**config.mk**
```make
export PLATFORM = sky130hd
export DESIGN_NAME = sound_sequencer
export DESIGN_NICKNAME = d
export VERILOG_FILES = /design/src/rtl/sound_pkg.sv /design/src/rtl/sound_rom.sv /design/src/rtl/sound_sequencer.sv
export SDC_FILE = /design/constraint.sdc
export NUM_CORES = 1
export LEC_CHECK = 0
export BUFFER_PORTS_ARGS = -buffer_cell sky130_fd_sc_hd__buf_2
export CAP_MARGIN = 15
export CORE_AREA = 5 5 91 102
export CTS_CLUSTER_SIZE = 28
export DETAILED_ROUTE_END_ITERATION = 10
export DIE_AREA = 0 0 96 107
export PLACE_DENSITY_LB_ADDON = 0.15
export SLEW_MARGIN = 0
export SYNTH_ARGS = -nofsm -noshare
export SYNTH_HDL_FRONTEND = slang
export SYNTH_SLANG_ARGS = --single-unit
```
**constraint.sdc**
```tcl
create_clock -name clk -period 3.25 [get_ports clk]
set_input_delay 0.65 -clock clk [delete_from_list [all_inputs] [get_ports clk]]
set_output_delay 0.65 -clock clk [all_outputs]
set_load 0.02 [all_outputs]
```
**src/rtl/sound_pkg.sv**
```systemverilog
// Shared types and constants for the melody sequencer: melody ids (which double
// as priority), sequencer states, oscillator note divisors and the ROM entry layout.
package sound_pkg;

    typedef enum logic [1:0] {
        MEL_EAT   = 2'd0,
        MEL_WIN   = 2'd1,
        MEL_CRASH = 2'd2
    } melody_t;

    typedef enum logic [1:0] {
        IDLE = 2'd0,
        PLAY = 2'd1,
        GAP  = 2'd2
    } seq_state_t;

    localparam logic [7:0] NOTE_REST = 8'd0;
    localparam logic [7:0] NOTE_C4   = 8'd149;
    localparam logic [7:0] NOTE_DS4  = 8'd126;
    localparam logic [7:0] NOTE_E4   = 8'd118;
    localparam logic [7:0] NOTE_G4   = 8'd100;
    localparam logic [7:0] NOTE_A4   = 8'd89;
    localparam logic [7:0] NOTE_C5   = 8'd75;
    localparam logic [7:0] NOTE_E5   = 8'd59;

    // beats == 0 encodes 8 beats.
    typedef struct packed {
        logic [7:0] note;
        logic [2:0] beats;
        logic       last;
    } rom_entry_t;

endpackage

```
**src/rtl/sound_rom.sv**
```systemverilog
// Melody table: address {melody, step} to {note, beats, last}. Purely combinational.
module sound_rom
    import sound_pkg::*;
(
    input  logic [3:0]  addr,
    output logic [11:0] entry
);

    rom_entry_t e;

    always_comb begin
        case (addr)
            4'd0:    e = '{NOTE_C5,   3'd1, 1'b0};
            4'd1:    e = '{NOTE_E5,   3'd2, 1'b1};
            4'd4:    e = '{NOTE_C4,   3'd1, 1'b0};
            4'd5:    e = '{NOTE_E4,   3'd1, 1'b0};
            4'd6:    e = '{NOTE_G4,   3'd1, 1'b0};
            4'd7:    e = '{NOTE_C5,   3'd4, 1'b1};
            4'd8:    e = '{NOTE_DS4,  3'd2, 1'b0};
            4'd9:    e = '{NOTE_C4,   3'd2, 1'b0};
            4'd10:   e = '{NOTE_REST, 3'd1, 1'b0};
            4'd11:   e = '{NOTE_C4,   3'd4, 1'b1};
            default: e = '{NOTE_REST, 3'd1, 1'b1};
        endcase
    end

    assign entry = e;

endmodule

```
**src/rtl/sound_sequencer.sv**
```systemverilog
// Turns game event edges into timed note sequences for the sound oscillator,
// with priority preemption (crash > win > eat) and a silent gap between notes.
module sound_sequencer
    import sound_pkg::*;
#(
    parameter int TICKS_PER_BEAT = 625000,
    parameter int GAP_TICKS      = 50000
) (
    input  logic       clk,
    input  logic       nRst,
    input  logic       ev_eat,
    input  logic       ev_crash,
    input  logic       ev_win,
    input  logic       mute,
    output logic [7:0] freq,
    output logic       playSound,
    output logic       busy,
    output logic       done
);

    localparam int TICK_W = $clog2(TICKS_PER_BEAT + 1);
    localparam int GAP_W  = $clog2(GAP_TICKS + 1);
    localparam logic [TICK_W-1:0] TICK_LAST = TICK_W'(TICKS_PER_BEAT - 1);
    localparam logic [GAP_W-1:0]  GAP_LAST  = GAP_W'(GAP_TICKS - 1);

    seq_state_t        state_q, state_d;
    melody_t           mel_q, mel_d;
    logic [1:0]        step_q, step_d;
    logic [TICK_W-1:0] tick_q, tick_d;
    logic [2:0]        beat_q, beat_d;
    logic [GAP_W-1:0]  gap_q, gap_d;
    logic              done_q, done_d;
    logic [2:0]        prev_q, prev_d;

    logic [2:0]  trig;
    logic        any_trig;
    melody_t     trig_mel;
    logic        accept;
    logic [11:0] rom_data;
    rom_entry_t  cur;
    logic [2:0]  beats_last;

    sound_rom u_rom (
        .addr  ({mel_q, step_q}),
        .entry (rom_data)
    );

    assign cur        = rom_entry_t'(rom_data);
    // Wraps 0 -> 7, so an encoded beat count of 0 plays 8 beats.
    assign beats_last = cur.beats - 3'd1;

    // Bit order {crash, win, eat}; an input held high through reset triggers once.
    assign prev_d   = {ev_crash, ev_win, ev_eat};
    assign trig     = prev_d & ~prev_q;
    assign any_trig = |trig;

    always_comb begin
        if (trig[2])      trig_mel = MEL_CRASH;
        else if (trig[1]) trig_mel = MEL_WIN;
        else              trig_mel = MEL_EAT;
    end

    assign accept = any_trig && ((state_q == IDLE) || (trig_mel > mel_q));

    always_ff @(posedge clk) begin
        if (!nRst) begin
            state_q <= IDLE;
            mel_q   <= MEL_EAT;
            step_q  <= '0;
            tick_q  <= '0;
            beat_q  <= '0;
            gap_q   <= '0;
            done_q  <= 1'b0;
            prev_q  <= '0;
        end else begin
            // NOTE: non-blocking so every flop samples the pre-edge values of the others.
            state_q <= state_d;
            mel_q   <= mel_d;
            step_q  <= step_d;
            tick_q  <= tick_d;
            beat_q  <= beat_d;
            gap_q   <= gap_d;
            done_q  <= done_d;
            prev_q  <= prev_d;
        end
    end

    always_comb begin
        // NOTE: hold-value defaults first; any path that skips an assignment would infer a latch.
        state_d = state_q;
        mel_d   = mel_q;
        step_d  = step_q;
        tick_d  = tick_q;
        beat_d  = beat_q;
        gap_d   = gap_q;
        done_d  = 1'b0;

        if (accept) begin
            state_d = PLAY;
            mel_d   = trig_mel;
            step_d  = '0;
            tick_d  = '0;
            beat_d  = '0;
            gap_d   = '0;
        end else begin
            case (state_q)
                PLAY: begin
                    if (tick_q == TICK_LAST) begin
                        tick_d = '0;
                        if (beat_q == beats_last) begin
                            beat_d = '0;
                            if (cur.last) begin
                                state_d = IDLE;
                                step_d  = '0;
                                done_d  = 1'b1;
                            end else begin
                                state_d = GAP;
                                gap_d   = '0;
                            end
                        end else begin
                            beat_d = beat_q + 3'd1;
                        end
                    end else begin
                        tick_d = tick_q + 1'b1;
                    end
                end
                GAP: begin
                    if (gap_q == GAP_LAST) begin
                        gap_d   = '0;
                        state_d = PLAY;
                        step_d  = step_q + 2'd1;
                        tick_d  = '0;
                        beat_d  = '0;
                    end else begin
                        gap_d = gap_q + 1'b1;
                    end
                end
                default: ;
            endcase
        end
    end

    always_comb begin
        busy      = (state_q != IDLE);
        freq      = busy ? cur.note : NOTE_REST;
        playSound = (state_q == PLAY) && (cur.note != NOTE_REST) && !mute;
        done      = done_q;
    end

endmodule

```
==> results.cfg, run 1 <==
[timing]
max_freq_mhz = 331
tightestPinTransition_ns = 0.794
max-slew-margin-rel_pct = 47.0
finalCritPeriodShare_pct = 93.1
drv_slew = 0
rsz0062_at_grt = false
hold_slack_ns = 0.496
hold_viol = 0
finalCriticalPeriod_ns = 3.02
skew_ns = 0.00880
timing.final.ws_setup_ns = 0.225
finalSetupViolCount = 0
setup_tns_ns = 0

[cells_and_area]
stdcell_count = 510
finalNetCount = 416
syn2layout_area_growth_pct = 11.3
diodes = 0
post_route_cells_drive_above_1_share_pct = 12.3

[synth]
synth_fp_nets = 396
yosys_warnings = 0
yosys.cell_types.count = 57
synthArstFlopShare_pct = 0
ys_ff_latch = 49
yosys-top-cells-count = a21oi_1 (49), dfxtp_1 (49), nor2_1 (41)
synth-edff-count = 0
synth.avg_cell_area_um2 = 7.91
synth.top_cells.by_area = dfxtp_1 (33%), a21oi_1 (8.2%), nor2_1 (5.1%)
synth_top_cell_area_share_pct = 32.8
syn_inst = 378
synth-main-ff-cell = dfxtp_1
seq_area_frac_synth_pct = 32.8
syn_area_um2 = 2990
yosysTopAreaCell = dfxtp_1

[clock_tree]
cts_tree = built
cts.sinks = 49
cts_resized = 0
clk_pin_slew_worst_paths_ns = 0.09
clock_path_buffers = 2
cts_buffers = 5
cts-root-buf = clkbuf_8
clk_latency_ns = 0.30
postCtsHoldBufs = 0
h-tree-depth = 2
post_cts_buffers = 0

[flow_run]
cap_violations = 0

[detailed_routing]
routed_wirelength_um = 7030
dr.pass1.iters = 4
drt_iter0_markers = 107
wire_per_inst_um = 13.8
vias_per_cell = 5.48
ant_nets = 0
drc = 0
num_vias = 2795

[critical_path]
critPathKind = flop to flop
worstPathMaxFanout = 14
worstPathArrival_ns = 3.25
crit_chain = inv_1 -> ha_1 -> or3b_2 -> o21ai_0 -> ha_1 -> xor2_1 -> nand3_1 -> a221oi_4 -> a31oi_4 -> buf_4 -> or3_1 -> a21oi_1
reg2reg_depth = 12
r2r_start = step_q[0]
r2r_slack_ns = 0.23
endpoint = gap_q[3]
slowest_delay_ns = 0.46
critPathLaunch = step_q[0]
rr_endpoint = gap_q[3]
crit_path_frequent_cell = ha_1
required_ns = 3.48
end_kind = flop
cpMaxStageDelayCell = or3b_2
cp-start-kind = flop

[power_and_ir_drop]
powerDensity_nw_per_um2 = 379
finalPower_mw = 1.26
power_leakage_nw = 1.15
ir_drop_mv = 0.235

[grt]
grt_max_degree = 24
antenna_found_initial = 0
use_met2_pct = 24.0
grt_usage_pct = 14.3
grt_use_met1_pct = 18.8
grt_util_met3_pct = 2.25
grt_pass1_wl_um = 12000
grt_pass1_vias = 2556
globalRouteOverflowTotal = 0
top_usage_layer = met2

[floorplan]
row_count = 35
ioPinCount = 17
fp.coreArea_um2 = 8150
die_area_um2 = 10300
die_w_um = 96
start_util_pct = 36.7
die_height_um = 107

[placed_design]
pre_cts_slack_ns = 0.222
io_buffer_count = 16
place_inst = 502
dpl.hpwl_um = 5200
place_congestion = 0.802

[hold_path]
hold_path.class = flop to flop

[status]
status = complete, no violations
==> layout by cell type (no fill, tap or decap), types with 3 or more instances in the layout <==
master	synthesis	final
nand2_1	34	34
a21oi_1	49	49
inv_1	11	11
dfxtp_1	49	49
xnor2_1	4	4
or4b_2	3	3
xor2_1	5	5
buf_2	3	16
nand2b_1	7	7
mux2i_1	3	3
nor3b_1	3	3
nor3_1	9	9
or4_1	3	3
nand4_1	13	13
and3_1	9	9
nor2b_1	8	8
a311oi_1	3	3
clkbuf_8	0	5
buf_4	0	9
nand3_1	13	13
or3_1	12	12
o21ai_0	28	28
and2_1	5	5
nor2_1	41	41
ha_1	12	12
==> critical path, delay by kind of cell (launching register included) <==
family / cells / cell delay, ns
AND/OR/NAND/NOR: 3 / 0.95
buffers and inverters: 2 / 0.30
AO/OA/AOI/OAI: 4 / 0.75
XOR/XNOR: 1 / 0.18
flip-flops: 1 / 0.34
adder cells (fa/ha/maj): 2 / 0.42
==> cell families (layout without fill, tap and decap cells) <==
kind of cell / count (synthesis) / after routing / share of synthesized area, %
compound gates: 103 / 103 / 21.1
xor+xnor: 9 / 9 / 2.64
fa+ha+maj: 12 / 12 / 5.02
buf+inv: 23 / 44 / 3.51
flops: 49 / 49 / 32.8
mux: 3 / 3 / 1.00
simple gates: 179 / 179 / 33.9
==> routing by layer <==
layer	wire length (um)	part of all wire (%)
met2	3340	47
met5	0	0
met4	91	1.3
met3	225	3.2
met1	3380	48
==> how the worst min path moves through the flow <==
stage | from | end | depth (start not counted)
floorplan | tick_q[19] | tick_q[19] | 1
global placement | tick_q[16] | tick_q[16] | 1
detailed placement | tick_q[19] | tick_q[19] | 1
CTS | tick_q[19] | tick_q[19] | 1
global route | tick_q[16] | tick_q[16] | 1
finish | tick_q[16] | tick_q[16] | 1
==> through the flow <==
| step | instance area (um^2) | utilization, % |
|---|---|---|
| after CTS | 3330 | 40.9 |
| after floorplan | 2990 | - |
| after global placement | 3220 | 39.5 |
| final | 3330 | 40.9 |
| after detailed placement | 3220 | 39.5 |
| after global routing | 3330 | 40.9 |
==> area by class of cell <==
cell class	count	area, um^2
Clock inverter	2	38.8
Clock buffer	6	72.6
Timing Repair Buffer	25	148
Multi-Input combinational cell	306	1910
Tap cell	111	139
Fill cell	899	4820
Sequential cell	49	981
Inverter	11	41.3
==> registers in the layout, summed over array words and instances, names as in the netlist <==
register / count
done: 1
beat_q: 3
gap_q: 16
state_q: 2
tick_q: 20
step_q: 2
prev_q: 3
mel_q: 2
==> power by group <==
part	internal, mW	switching [mW]	total, mW	leakage, nW
combinational	0.0700	0.136	0.206	0.700
sequential	0.607	0.00694	0.614	0.396
clock	0.232	0.212	0.444	0.0554
total	0.908	0.355	1.26	1.15
(Power assumes the default switching activity.)
==> inputs of run 2 (changes only) <==
Settings changed: CORE_AREA 5 5 91 102 to 5 5 95 105, CTS_CLUSTER_DIAMETER set to 30, DIE_AREA 0 0 96 107 to 0 0 100 110, GPL_ROUTABILITY_DRIVEN set to 0.
==> results.cfg, run 2 (synthesis results as in run 1) <==
[power_and_ir_drop]
ir_drop_mv = 0.146
power_leakage_nw = 1.18
powerDensity_nw_per_um2 = 371

[timing]
finalCriticalPeriod_ns = 3.07
setup_tns_ns = 0
rsz0062_at_grt = false
hold_viol = 0
skew_ns = 0.0101
tightestPinTransition_ns = 0.916
finalCritPeriodShare_pct = 94.6
max-slew-margin-rel_pct = 38.8
finalSetupViolCount = 0
max_freq_mhz = 325
drv_slew = 0

[detailed_routing]
ant_nets = 0
wire_per_inst_um = 14.4
vias_per_cell = 5.49
routed_wirelength_um = 7430
dr.pass1.iters = 4
drt_iter0_markers = 87
num_vias = 2846
drc = 0

[hold_path]
hold_path.class = flop to flop

[clock_tree]
cts.sinks = 49
cts_tree = built
cts_buffers = 5
postCtsHoldBufs = 0
clk_latency_ns = 0.30
cts-root-buf = clkbuf_8
h-tree-depth = 2
clk_pin_slew_worst_paths_ns = 0.10
clock_path_buffers = 2

[placed_design]
dpl.hpwl_um = 5320
io_buffer_count = 16

[cells_and_area]
final_cell_mix = a21oi_1 (49), dfxtp_1 (49), nor2_1 (41), nand2_1 (33), o21ai_0 (28)
utilization_pct = 38.7
fillers = 942
top_regs = tick_q (20), gap_q (16)
syn2layout_area_growth_pct = 13.6
diodes = 0
post_route_cells_drive_above_1_share_pct = 14.4
largest_reg_flops = 20
regMostFlops = tick_q
finalNetCount = 422

[critical_path]
critPathKind = flop to flop
cp-start-kind = flop
worstPathMaxFanout = 11
worstPathArrival_ns = 3.30
required_ns = 3.48
end_kind = flop

[floorplan]
start_util_pct = 34.0
row_count = 36
die_height_um = 110
die_area_um2 = 11000
ioPinCount = 17
fp.coreArea_um2 = 8780
die_w_um = 100

[grt]
globalRouteOverflowTotal = 0
antenna_found_initial = 0
grt_usage_pct = 13.7
grt_max_degree = 24
grt_pass1_vias = 2567
grt_pass1_wl_um = 12500

[status]
status = complete, no violations

[flow_run]
cap_violations = 0
==> run 2: what timing repair did <==
action	4_1_cts	5_1_grt
buffers inserted	0	6
endpoints found under the setup margin	0	11
gates resized for setup	0	6
==> run 2: metal layers <==
| metal | part of all wire, % | global-route usage (%) |
|---|---|---|
| met5 | 0 | 0 |
| met4 | 1.9 | 4.14 |
| met3 | 3.1 | 2.08 |
| met2 | 46 | 22.8 |
| met1 | 49 | 18.4 |
==> run 2: path summary, 6_finish.rpt <==
path	from	depth (start not counted)	end	slack [ns]
hold reg to reg	beat_q[1]	2	beat_q[1]	0.49
hold / removal	beat_q[1]	2	beat_q[1]	0.49
setup reg to reg	step_q[0]	12	gap_q[9]	0.18
setup / recovery	step_q[0]	12	gap_q[9]	0.18
==> run 2: report_power, final <==
part | total (mW) | internal, mW | switching [mW]
sequential | 0.613 | 0.607 | 0.00690
combinational | 0.222 | 0.0780 | 0.144
clock | 0.426 | 0.224 | 0.202
total | 1.26 | 0.909 | 0.353
==> run 2: final cells by class <==
type / count / area (um^2) / share of cell area, %
clock buffer: 5 / 68.8 / 2.03
clock inverter: 2 / 35.0 / 1.03
inverter: 11 / 41.3 / 1.22
multi-input combinational: 307 / 1940 / 57.0
sequential: 49 / 981 / 28.9
tap: 114 / 143 / 4.20
timing repair buffer: 30 / 193 / 5.67
==> run 2: critical path: stages (launching register included) <==
cell,delay (ns)
dfxtp_1,0.34
inv_1,0.10
ha_2,0.22
or3b_2,0.45
o21ai_0,0.09
ha_1,0.18
xor2_1,0.19
nand3_1,0.15
a221oi_4,0.38
a31oi_4,0.19
buf_6,0.22
or3_1,0.34
a21oi_1,0.15
==> run 2: per-stage QoR <==
stage          std cells  area [um^2]  hold slack (ns)  setup WS, ns  total power [mW]
2_1_floorplan        378         2990            0.442         0.179             0.775
3_3_place_gp         504         3210            0.467         0.197             0.837
3_5_place_dp         504         3210            0.476         0.133             0.836
4_1_cts              511         3320            0.489         0.112              1.27
5_1_grt              518         3400            0.530       0.00261              1.33
6_report             518         3400            0.493         0.177              1.26
==> inputs of run 3 (changes only) <==
Clock period 3.25 ns to 3.9 ns, I/O delays scaled along.
==> results.cfg, run 3 (synthesis results as in run 1) <==
[cells_and_area]
fillers = 946
finalNetCount = 411
regMostFlops = tick_q
largest_reg_flops = 20
final_cell_mix = a21oi_1 (49), dfxtp_1 (49), nor2_1 (41), nand2_1 (34), o21ai_0 (28)
top_regs = tick_q (20), gap_q (16)
regArea_um2 = 981
post_route_cells_drive_above_1_share_pct = 11.2
utilization_pct = 37.4
multi_input_area_um2 = 1920
syn2layout_area_growth_pct = 9.71
diodes = 0

[floorplan]
die_w_um = 100
row_count = 36
ioPinCount = 17
start_util_pct = 34.0
fp.coreArea_um2 = 8780
die_area_um2 = 11000
die_height_um = 110

[clock_tree]
cts-root-buf = clkbuf_8
cts_buffers = 5
h-tree-depth = 2
clk_latency_ns = 0.30
postCtsHoldBufs = 0
clk_pin_slew_worst_paths_ns = 0.10
post_cts_buffers = 0
cts_tree = built
cts.sinks = 49
cts_resized = 0
clock_path_buffers = 2

[detailed_routing]
num_vias = 2795
drc = 0
vias_per_cell = 5.50
drt_iter0_markers = 84
dr.pass1.iters = 4
ant_nets = 0
wire_per_inst_um = 14.5
routed_wirelength_um = 7370

[status]
status = complete, no violations

[placed_design]
dpl.hpwl_um = 5240
io_buffer_count = 16

[power_and_ir_drop]
p_switching_mw = 0.295
p_comb_share_pct = 17.4
power_leakage_nw = 1.11
ir_drop_mv = 0.160
swShare_pct = 30.0
intPower_mw = 0.687
power_frac_seq_pct = 52.2
clkPwrFrac_pct = 30.4
powerDensity_nw_per_um2 = 299
finalPower_mw = 0.981

[critical_path]
worstPathMaxFanout = 13
cp-start-kind = flop
cp.depth = 11
reg2reg_depth = 11
required_ns = 4.13
slowest_delay_ns = 0.57
worstPathArrival_ns = 3.76
cpMaxStageDelayCell = or4_1
crit_path_frequent_cell = ha_1
end_kind = flop
critPathBufInv = 1
crit_chain = inv_1 -> ha_1 -> or3b_2 -> o21ai_0 -> ha_1 -> xor2_1 -> nand3_1 -> a221oi_4 -> a31oi_4 -> or4_1 -> a21oi_1
crit_family = simple AND/OR/NAND/NOR gates
critPathKind = flop to flop

[timing]
max-slew-margin-rel_pct = 37.1
setup_tns_ns = 0
rsz0062_at_grt = false
max_freq_mhz = 283
hold_viol = 0
drv_slew = 0
finalCriticalPeriod_ns = 3.54
tightestPinTransition_ns = 0.942
finalCritPeriodShare_pct = 90.6
finalSetupViolCount = 0
skew_ns = 0.0125

[hold_path]
hold_path.class = flop to flop
hold_depth = 2

[grt]
grt_pass1_wl_um = 12700
grt_pass1_vias = 2690
globalRouteOverflowTotal = 0
grt_usage_pct = 13.8
antenna_found_initial = 0
grt_max_degree = 27

[flow_run]
cap_violations = 0
[run 3: cell count changes in the layout (fill, tap and decap cells not counted), sizes merged]
cell and change:
clkinv -1, buf -11, clkbuf +1, clkinvlp +2, bufinv -1
[run 3: routing by layer]
layer / share of wire (%) / GRT usage (%) / routed length [um]
met1: 48 / 18.2 / 3570
met2: 46 / 22.6 / 3360
met4: 1.7 / 4.81 / 123
met3: 4.4 / 2.39 / 321
met5: 0 / 0 / 0
[run 3: power groups by stage]
stage / logic [mW] / registers (mW) / clock network, mW
CTS: 0.167 / 0.512 / 0.317
finish: 0.171 / 0.512 / 0.299
floorplan: 0.125 / 0.521 / 0
global route: 0.193 / 0.513 / 0.332
detailed placement: 0.167 / 0.524 / 0
global placement: 0.166 / 0.524 / 0
[run 3: final timing paths]
kind                            startpoint   endpoint  slack (ns)
worst max-delay path             step_q[0]  gap_q[13]        0.36
worst min-delay path             beat_q[2]  beat_q[2]        0.49
worst max register to register   step_q[0]  gap_q[13]        0.36
worst min register to register   beat_q[2]  beat_q[2]        0.49
[run 3: final cells by class]
type	instances	area share [%]
multi-input cells	307	58.6
flip-flops and latches	49	29.9
well taps	114	4.35
repair buffers	19	3.24
clock buffers	6	2.21
inverters	11	1.26
clock inverters	2	0.458
[run 3: worst register-to-register path: cells and delay by family, from the launching register on]
family	cells	cell delay, ns
DFF	1	0.50
AOI/OAI and AO/OA	4	1.00
buffers and inverters	1	0.16
xor gates and xnor gates	1	0.19
adders and majority gates	2	0.46
and+or+nand+nor	3	1.17
[run 3: per-stage QoR]
| step | std cells | setup slack [ns] | cell area [um^2] | hold WS (ns) |
|---|---|---|---|---|
| after floorplan | 378 | 0.829 | 2990 | 0.442 |
| after global placement | 498 | 0.455 | 3170 | 0.470 |
| after detailed placement | 498 | 0.354 | 3170 | 0.470 |
| after CTS | 506 | 0.315 | 3260 | 0.489 |
| after global routing | 508 | 0.0388 | 3280 | 0.500 |
| final | 508 | 0.365 | 3280 | 0.487 |
